==> src/rtl/tracker_pkg.sv <==
// Shared types and constants for the photoresistor tracker sequencer.
package tracker_pkg;

   localparam logic [1:0] MOT_STOP = 2'b00;
   localparam logic [1:0] MOT_CW   = 2'b01;
   localparam logic [1:0] MOT_CCW  = 2'b11;

   localparam logic [1:0] CH_V1 = 2'd0;
   localparam logic [1:0] CH_V2 = 2'd1;
   localparam logic [1:0] CH_H1 = 2'd2;
   localparam logic [1:0] CH_H2 = 2'd3;

   localparam logic [7:0] WDOG_LIMIT = 8'd255;

   typedef enum logic [2:0] {
      ST_IDLE,
      ST_SAMPLE,
      ST_COMPARE,
      ST_MOVE,
      ST_SETTLE
   } state_t;

   // Manual code 10 is not a legal motor code and is treated as stop.
   function automatic logic [1:0] map_manual(input logic [1:0] code);
      return (code == 2'b10) ? MOT_STOP : code;
   endfunction

endpackage

==> src/rtl/tracker_sequencer_dwell_timer.sv <==
// Loadable down-counter shared by the MOVE and SETTLE windows; done pulses on the last cycle.
module tracker_dwell_timer
   import tracker_pkg::*;
#(
   parameter int unsigned W = 16
) (
   input  logic         clk,
   input  logic         rst_n,
   input  logic         load,
   input  logic [W-1:0] load_val,
   output logic         done
);

   logic [W-1:0] count;

   always_ff @(posedge clk or negedge rst_n) begin
      if (!rst_n) begin
         count <= '0;
      end else if (load) begin
         count <= load_val;
      end else if (count != '0) begin
         count <= count - W'(1);
      end
   end

   assign done = (count == W'(1));

endmodule

==> src/rtl/tracker_sequencer.sv <==
// Automatic-mode scheduler for the two-axis tracker; shares one ADC across four channels.
// Optional ADC watchdog enabled with `define TRACKER_WATCHDOG_EN.
module tracker_sequencer
   import tracker_pkg::*;
#(
   parameter int DATA_W     = 16,
   parameter int DEADBAND   = 5,
   parameter int MOVE_CYC   = 50000,
   parameter int SETTLE_CYC = 1000
) (
   input  logic              clk,
   input  logic              rst_n,
   input  logic              mode,
   input  logic [1:0]        manual_theta,
   input  logic [1:0]        manual_phi,
   output logic              adc_req,
   output logic [1:0]        adc_ch,
   input  logic              adc_ack,
   input  logic [DATA_W-1:0] adc_data,
   output logic [1:0]        s_out_theta,
   output logic [1:0]        s_out_phi,
   output logic              aligned,
   output logic              busy,
   output logic              fault
);

   localparam int unsigned DWELL_MAX = (MOVE_CYC > SETTLE_CYC) ? MOVE_CYC : SETTLE_CYC;
   localparam int unsigned DWELL_W   = $clog2(DWELL_MAX + 1);
   localparam logic [DATA_W:0] DB    = (DATA_W+1)'(DEADBAND);

   state_t              state;
   logic [DATA_W-1:0]   samp [4];
   logic                bal_v, bal_h;
   logic [1:0]          dir_v, dir_h;
   logic                dwell_load, dwell_done;
   logic [DWELL_W-1:0]  dwell_val;
   logic                wd_trip;

   // Magnitude of the difference on one extra bit so the extremes cannot wrap.
   function automatic logic [DATA_W:0] abs_diff(input logic [DATA_W-1:0] a,
                                                input logic [DATA_W-1:0] b);
      logic [DATA_W:0] d;
      d = {1'b0, a} - {1'b0, b};
      return d[DATA_W] ? (~d + (DATA_W+1)'(1)) : d;
   endfunction

   always_comb begin
      bal_v = (abs_diff(samp[CH_V1], samp[CH_V2]) <= DB);
      bal_h = (abs_diff(samp[CH_H1], samp[CH_H2]) <= DB);
      dir_v = (samp[CH_V1] > samp[CH_V2]) ? MOT_CW : MOT_CCW;
      dir_h = (samp[CH_H1] > samp[CH_H2]) ? MOT_CW : MOT_CCW;
   end

   always_comb begin
      dwell_load = 1'b0;
      dwell_val  = '0;
      if (!mode) begin
         if (state == ST_COMPARE) begin
            dwell_load = 1'b1;
            dwell_val  = (bal_v && bal_h) ? DWELL_W'(SETTLE_CYC) : DWELL_W'(MOVE_CYC);
         end else if (state == ST_MOVE && dwell_done) begin
            dwell_load = 1'b1;
            dwell_val  = DWELL_W'(SETTLE_CYC);
         end
      end
   end

   tracker_dwell_timer #(.W(DWELL_W)) u_dwell (
      .clk      (clk),
      .rst_n    (rst_n),
      .load     (dwell_load),
      .load_val (dwell_val),
      .done     (dwell_done)
   );

`ifdef TRACKER_WATCHDOG_EN
   logic [7:0] wd_cnt;

   assign wd_trip = adc_req && !adc_ack && (wd_cnt == WDOG_LIMIT - 8'd1);

   always_ff @(posedge clk or negedge rst_n) begin
      if (!rst_n) begin
         wd_cnt <= '0;
         fault  <= 1'b0;
      end else begin
         wd_cnt <= (!adc_req || adc_ack) ? 8'd0 : wd_cnt + 8'd1;
         if (wd_trip) fault <= 1'b1;
      end
   end
`else
   assign wd_trip = 1'b0;
   assign fault   = 1'b0;
`endif

   assign busy = (state != ST_IDLE);

   always_ff @(posedge clk or negedge rst_n) begin
      if (!rst_n) begin
         state       <= ST_IDLE;
         adc_req     <= 1'b0;
         adc_ch      <= CH_V1;
         s_out_theta <= MOT_STOP;
         s_out_phi   <= MOT_STOP;
         aligned     <= 1'b0;
         for (int unsigned i = 0; i < 4; i++) samp[i] <= '0;
      end else begin
         // Motor outputs default to manual passthrough or stop; MOVE overrides below.
         if (mode) begin
            s_out_theta <= map_manual(manual_theta);
            s_out_phi   <= map_manual(manual_phi);
            aligned     <= 1'b0;
         end else begin
            s_out_theta <= MOT_STOP;
            s_out_phi   <= MOT_STOP;
         end

         case (state)
            ST_IDLE: begin
               if (!mode && !fault) begin
                  state   <= ST_SAMPLE;
                  adc_req <= 1'b1;
                  adc_ch  <= CH_V1;
               end
            end
            ST_SAMPLE: begin
               if (adc_req) begin
                  if (adc_ack) begin
                     samp[adc_ch] <= adc_data;
                     adc_req      <= 1'b0;
                     adc_ch       <= adc_ch + 2'd1;
                     if (mode) begin
                        state  <= ST_IDLE;
                        adc_ch <= CH_V1;
                     end else if (adc_ch == CH_H2) begin
                        state <= ST_COMPARE;
                     end
                  end
               end else if (mode) begin
                  state  <= ST_IDLE;
                  adc_ch <= CH_V1;
               end else begin
                  adc_req <= 1'b1;
               end
            end
            ST_COMPARE: begin
               if (mode) begin
                  state <= ST_IDLE;
               end else if (bal_v && bal_h) begin
                  state   <= ST_SETTLE;
                  aligned <= 1'b1;
               end else begin
                  state   <= ST_MOVE;
                  aligned <= 1'b0;
                  if (!bal_v) s_out_theta <= dir_v;
                  else        s_out_phi   <= dir_h;
               end
            end
            ST_MOVE: begin
               if (mode) begin
                  state <= ST_IDLE;
               end else if (dwell_done) begin
                  state <= ST_SETTLE;
               end else begin
                  s_out_theta <= s_out_theta;
                  s_out_phi   <= s_out_phi;
               end
            end
            ST_SETTLE: begin
               if (mode) begin
                  state <= ST_IDLE;
               end else if (dwell_done) begin
                  state   <= ST_SAMPLE;
                  adc_req <= 1'b1;
                  adc_ch  <= CH_V1;
               end
            end
            default: state <= ST_IDLE;
         endcase

         if (wd_trip) begin
            state   <= ST_IDLE;
            adc_req <= 1'b0;
            adc_ch  <= CH_V1;
         end
      end
   end

endmodule

==> config.mk <==
export PLATFORM = sky130hd
export DESIGN_NAME = tracker_sequencer
export DESIGN_NICKNAME = d
export VERILOG_FILES = /design/src/rtl/tracker_pkg.sv /design/src/rtl/tracker_sequencer_dwell_timer.sv /design/src/rtl/tracker_sequencer.sv
export SDC_FILE = /design/constraint.sdc
export NUM_CORES = 1
export LEC_CHECK = 0
export CORE_ASPECT_RATIO = 1.1
export CORE_MARGIN = 2
export CORE_UTILIZATION = 60
export DETAILED_ROUTE_END_ITERATION = 10
export PLACE_DENSITY = 0.88
export SLEW_MARGIN = 10
export SYNTH_ARGS = -nofsm -noshare
export SYNTH_HDL_FRONTEND = slang
export SYNTH_SLANG_ARGS = --single-unit
export TNS_END_PERCENT = 100
==> constraint.sdc <==
create_clock -name clk -period 4.75 [get_ports clk]
set_input_delay 1.425 -clock clk [delete_from_list [all_inputs] [get_ports clk]]
set_output_delay 1.425 -clock clk [all_outputs]
set_load 0.01 [all_outputs]
[Word-level counts from Yosys, hierarchy flattened]
Index checks and enable logic that the tools add are counted.
Storage, ports and cells
  flip-flop bits (word level): 91
  output and inout bits: 10
  word-level logic and storage cells: 118
Operators by class
  add/subtract/negate cells: 6
  magnitude comparators: 6
  equality and inequality tests: 16
  multiplexer cells: 64
  bitwise logic cells: 3
  reduce and logical (&&, ||, !) cells: 12
Operators by type and width (number)
  16-bit 2-to-1 mux: 6
  64-bit bitwise mux: 1
  2-bit 2-to-1 mux: 23
  3-bit 2-to-1 mux: 12
  17-bit by 1-bit adder with 17-bit output (second input constant): 2
  17-bit by 3-bit <= comparator with 1-bit output (second input constant): 2
  17-bit 2-to-1 mux: 2
  17-bit NOT: 2
  16-bit by 16-bit subtractor with 17-bit output: 2
  16-bit demux with 2-bit select: 1
  16-bit greater-than comparator: 2
  16-bit by 1-bit equality test with 1-bit output (second input constant): 1
  16-bit nonzero test: 1
  16-bit by 1-bit subtractor with 16-bit output (second input constant): 1
  3-bit one-hot mux with 5 select lines: 1
  1-bit 2-to-1 mux: 13
  3-bit inequality test (second input constant): 4
  6-bit AND reduction: 2
  10-bit 2-to-1 mux: 1
  2-bit one-hot mux with 2 select lines: 2
  2-bit equality test (second input constant): 3
  3-bit by 2-bit equality test with 1-bit output (second input constant): 2
  2-bit inequality test (second input constant): 3
  2-bit one-hot mux with 3 select lines: 1
  other kinds (14): 17

[Depth between registers and ports, before layout]
  word-level depth: 10
  gate-level depth with buffers: 14
  depth with buffers taken out: 14

[By module]
Synthesis repeated with hierarchy kept, for this count alone.
Unflattened totals
  cells, all modules: 847
  area total of the unflattened synthesis: 7509.7 um^2
By module, submodules not included
  tracker_sequencer: instances 1, cells each 727, area each 6409.9 um^2, sequential area each 1876.8 um^2
  tracker_dwell_timer: instances 1, cells each 120, area each 1099.8 um^2, sequential area each 400.4 um^2

[Worst setup path after synthesis]
OpenSTA, ideal clock, no wires.
  path type: reg-to-reg
  start point: register samp[32] in the netlist's numbering
  end point: register state[2]
  library setup time: 0.078 ns
  arrival time: 3.691 ns
  data required time: 4.672 ns
  setup slack: 0.982 ns
  cell stages (with the launch flop): 14
  buffers on the path: 0
  path through: dfrtp_1 ha_1 fa_1 nor2b_1 o2111ai_2 a31oi_1 o21ba_2 nor2_1 nor4_1 mux2_1 o32ai_1 o2111ai_1 or4_1 a21oi_1
On the way
  word-level cells in the longest chain between the ends: 9
Ends and longest elaborated chain
  from (decl): line tracker_sequencer.sv:32  | logic [DATA_W-1:0] samp [4];
  from (signal, indexed assignment): line tracker_sequencer.sv:128  | samp[adc_ch] <= adc_data;
  16-bit by 16-bit subtractor with 17-bit output (*): line tracker_sequencer.sv:43  | d = {1'b0, a} - {1'b0, b};
  17-bit NOT: line tracker_sequencer.sv:44  | return d[DATA_W] ? (~d + (DATA_W+1)'(1)) : d;
  17-bit by 1-bit adder with 17-bit output: line tracker_sequencer.sv:44
  17-bit 2-to-1 mux (*): line tracker_sequencer.sv:44
  17-bit by 3-bit <= comparator with 1-bit output (*): line tracker_sequencer.sv:48  | bal_v = (abs_diff(samp[CH_V1], samp[CH_V2]) <= DB);
  1-bit logical AND (*): line tracker_sequencer.sv:148  | end else if (bal_v && bal_h) begin
  3-bit 2-to-1 mux (*): line tracker_sequencer.sv:148
  3-bit 2-to-1 mux (*): line tracker_sequencer.sv:146  | if (mode) begin
  3-bit one-hot mux with 5 select lines (*): line tracker_sequencer.sv:117  | case (state)
  to (signal assigned): line tracker_sequencer.sv:120  | state <= ST_SAMPLE;
  to (signal assigned): line tracker_sequencer.sv:147  | state <= ST_IDLE;
  to (signal assigned): line tracker_sequencer.sv:149  | state <= ST_SETTLE;
  to (decl): line tracker_sequencer.sv:31  | state_t state;
Mark *: on every way between the ends. The rest lies on a longest branch, timed or not.
A chain may end at the register's enable or synchronous reset.

[Final worst setup path]
Ends and elaborated chain as after synthesis.

==> flow_metrics.py <==
metrics = {
    "status": {
        "status": "complete, no violations",
    },
    "yosys": {
        "synthCells": 758,
        "synth_edf_count": 0,
        "ys_top_cells_by_area": "dfrtp_1 (33%), mux2_2 (11%), ha_1 (7.2%)",
        "async_flop_share": 1.00,
        "yosysTopAreaCell": "dfrtp_1",
        "netlist_area_um2": 6910,
        "synthMuxAreaShare": 0.118,
        "synth_top_family_by_area": "simple AND/OR/NAND/NOR gates",
        "yosys.area_share.xor_xnor": 0.0427,
        "synth.most_common_cell": "dfrtp_1",
        "synth_compound_gate_area_share": 0.192,
        "ys_ff_latch": 91,
        "synthSimpleGateAreaFrac": 0.200,
        "yosysWarnings": 0,
        "synth_common_cells": "dfrtp_1 (91), nand2_1 (72), mux2_2 (66), inv_1 (50), nor2_1 (47)",
        "synth_fa_ha_area_frac": 0.0782,
        "synthFlopType": "dfrtp_1",
        "yosysUniqueCellTypes": 85,
        "avgSynthCellArea_um2": 9.11,
        "syn-num-nets": 824,
        "seq_area_frac_synth": 0.330,
        "synth_top_area_frac": 0.330,
    },
    "layout": {
        "antennaDiodeCount": 0,
        "layout-drive-gt1-share": 0.144,
        "nets": 848,
        "area_growth_pct": 10.4,
    },
    "clocking": {
        "clk_latency_ns": 0.34,
        "clock-sinks": 91,
        "clk_pin_slew_ns": 0.06,
        "clockBufferDepth": 2,
        "cts-buffers-inserted": 9,
        "ctsRootBufferMaster": "clkbuf_16",
        "cts_hold_buffers": 0,
        "cts.htree.levels": 3,
        "cts_setup_buffers": 0,
        "cts_tree": "yes",
        "cts_resized": 0,
    },
    "global_route": {
        "grt_max_degree": 64,
        "antenna_found_initial": 0,
        "grt_pass1_wl_um": 27700,
        "grt_pass1_vias": 5959,
        "grt-ovfl-total": 0,
        "grtUsageTotal": 0.277,
    },
    "critical_path": {
        "r2r_end": "state[2]$_DFFE_PN0P_",
        "r2r_start": "samp[32]$_DFFE_PN0P_",
        "timing_worst_setup_path_type": "reg -> reg",
        "max_stage_delay_ns": 0.57,
        "startpoint_type": "flop",
        "arrival_ns": 4.68,
        "cp_data_required_time_ns": 5.00,
        "cpMaxStageDelayCell": "or4_1",
        "r2r_cells": 13,
        "crit_fanout": 5,
        "endpoint": "state[2]$_DFFE_PN0P_",
        "r2r_slack_ns": 0.32,
        "critPathLaunch": "samp[32]$_DFFE_PN0P_",
        "critical_path.endpoint_type": "flop",
        "path_cells": "ha_1 -> fa_1 -> nor2b_1 -> o2111ai_2 -> a31oi_1 -> o21ba_2 -> nor2_1 -> nor4_1 -> mux2_1 -> o32ai_1 -> o2111ai_1 -> or4_1 -> a21oi_1",
    },
    "floorplan": {
        "die_x_um": 106,
        "core-area_um2": 11300,
        "row_count": 41,
        "io_pins": 34,
        "start_util": 0.609,
        "dieArea_um2": 12400,
        "die_y_um": 117,
    },
    "timing": {
        "max_slew_margin": 0.380,
        "timing.hold.ws_ns": 0.506,
        "maxSlewViolCount": 0,
        "finalCriticalPeriod_ns": 4.43,
        "hold_viol_final": 0,
        "worst_pin_slew_ns": 0.907,
        "fmax_ghz": 0.226,
        "rsz0062_at_grt": "false",
        "skew_ns": 0.00775,
        "period_share": 0.932,
        "finalSetupViolations": 0,
        "setup_tns_ns": 0,
    },
    "drt": {
        "drtPass1Iterations": 5,
        "drc": 0,
        "num_vias": 5952,
        "viasPerCell": 6.36,
        "antenna_left": 0,
        "drt_iter0_markers": 536,
        "drt-wirelength-per-cell_um": 17.7,
        "routed_wl_um": 16600,
    },
    "place": {
        "gp_congestion": 0.919,
        "io_buffers": 32,
        "dpl.hpwl_um": 12400,
    },
    "flow_run": {
        "maxCapViolations": 0,
    },
    "hold_path": {
        "min_path_type": "reg -> reg",
    },
}
-- metrics by stage --
step / std cells / worst slack, ns / util / instance area, um2
floorplan: 758 / 0.982 / - / 6910
global placement: 921 / 0.627 / 0.647 / 7340
detailed placement: 921 / 0.383 / 0.647 / 7340
CTS: 936 / 0.319 / 0.673 / 7630
global route: 936 / 0.0596 / 0.673 / 7630
finish: 936 / 0.323 / 0.673 / 7630
-- flip-flops by register name, indices dropped and copies added (netlist names) --
signal and count:
aligned 1, samp 64, state 3, adc_ch 2, adc_req 1, s_out_theta 2
u_dwell.count 16, s_out_phi 2
-- worst min path at each step --
| stage | start | end | slack, ns | depth (start not counted) |
|---|---|---|---|---|
| floorplan | u_dwell.count[6]$_DFFE_PN0P_ | u_dwell.count[6]$_DFFE_PN0P_ | 0.47 | 2 |
| global placement | u_dwell.count[6]$_DFFE_PN0P_ | u_dwell.count[6]$_DFFE_PN0P_ | 0.48 | 2 |
| detailed placement | samp[6]$_DFFE_PN0P_ | samp[6]$_DFFE_PN0P_ | 0.49 | 1 |
| CTS | samp[6]$_DFFE_PN0P_ | samp[6]$_DFFE_PN0P_ | 0.51 | 1 |
| global route | samp[35]$_DFFE_PN0P_ | samp[35]$_DFFE_PN0P_ | 0.52 | 1 |
| finish | samp[6]$_DFFE_PN0P_ | samp[6]$_DFFE_PN0P_ | 0.51 | 1 |
-- cell usage in the layout, fill, tap and decap left out, types with 11 or more instances in the layout --
cell,n
o21ai_0,29
a21oi_1,45
inv_1,50
nand2b_1,13
nor2_1,47
xnor2_1,13
mux2_2,66
xor2_1,17
o21a_1,12
or3_1,11
clkdlybuf4s50_1,31
nand2_1,72
nand3_1,24
nor3_1,21
ha_1,40
dfrtp_1,91
-- area by class of cell --
| type | instances | area, um2 |
|---|---|---|
| Multi-Input combinational cell | 597 | 4360 |
| Fill cell | 862 | 3710 |
| Sequential cell | 91 | 2280 |
| Timing Repair Buffer | 33 | 325 |
| Clock buffer | 11 | 243 |
| Inverter | 50 | 188 |
| Tap cell | 150 | 188 |
| Clock inverter | 4 | 51.3 |
-- kinds of logic (layout without fill, tap and decap cells) --
logic type,after synthesis,count (layout)
DFF,91,91
AOI/OAI and AO/OA,187,187
adders and majority gates,42,42
and+or+nand+nor,262,262
other,1,1
xor gates and xnor gates,32,32
buffers and inverters,70,98
muxes,73,73
-- per-layer routing --
layer  part of all wire  GRT usage  up-vias
met2               0.54      0.530      179
met1               0.40      0.308     2911
met4              0.026      0.104        0
li1                   -          -     2818
met3              0.036     0.0480       44
met5                  0          0        -
-- critical path: cells and delay by family (launching register included) --
kind	cells	cell delay [ns]
AND/OR/NAND/NOR	4	1.33
flip-flops	1	0.39
AO/OA/AOI/OAI	6	1.57
adder cells (fa/ha/maj)	2	0.67
multiplexers	1	0.37
Power is not shown: default switching activity piles up to over one toggle a cycle in this logic, so the estimate is an artifact.
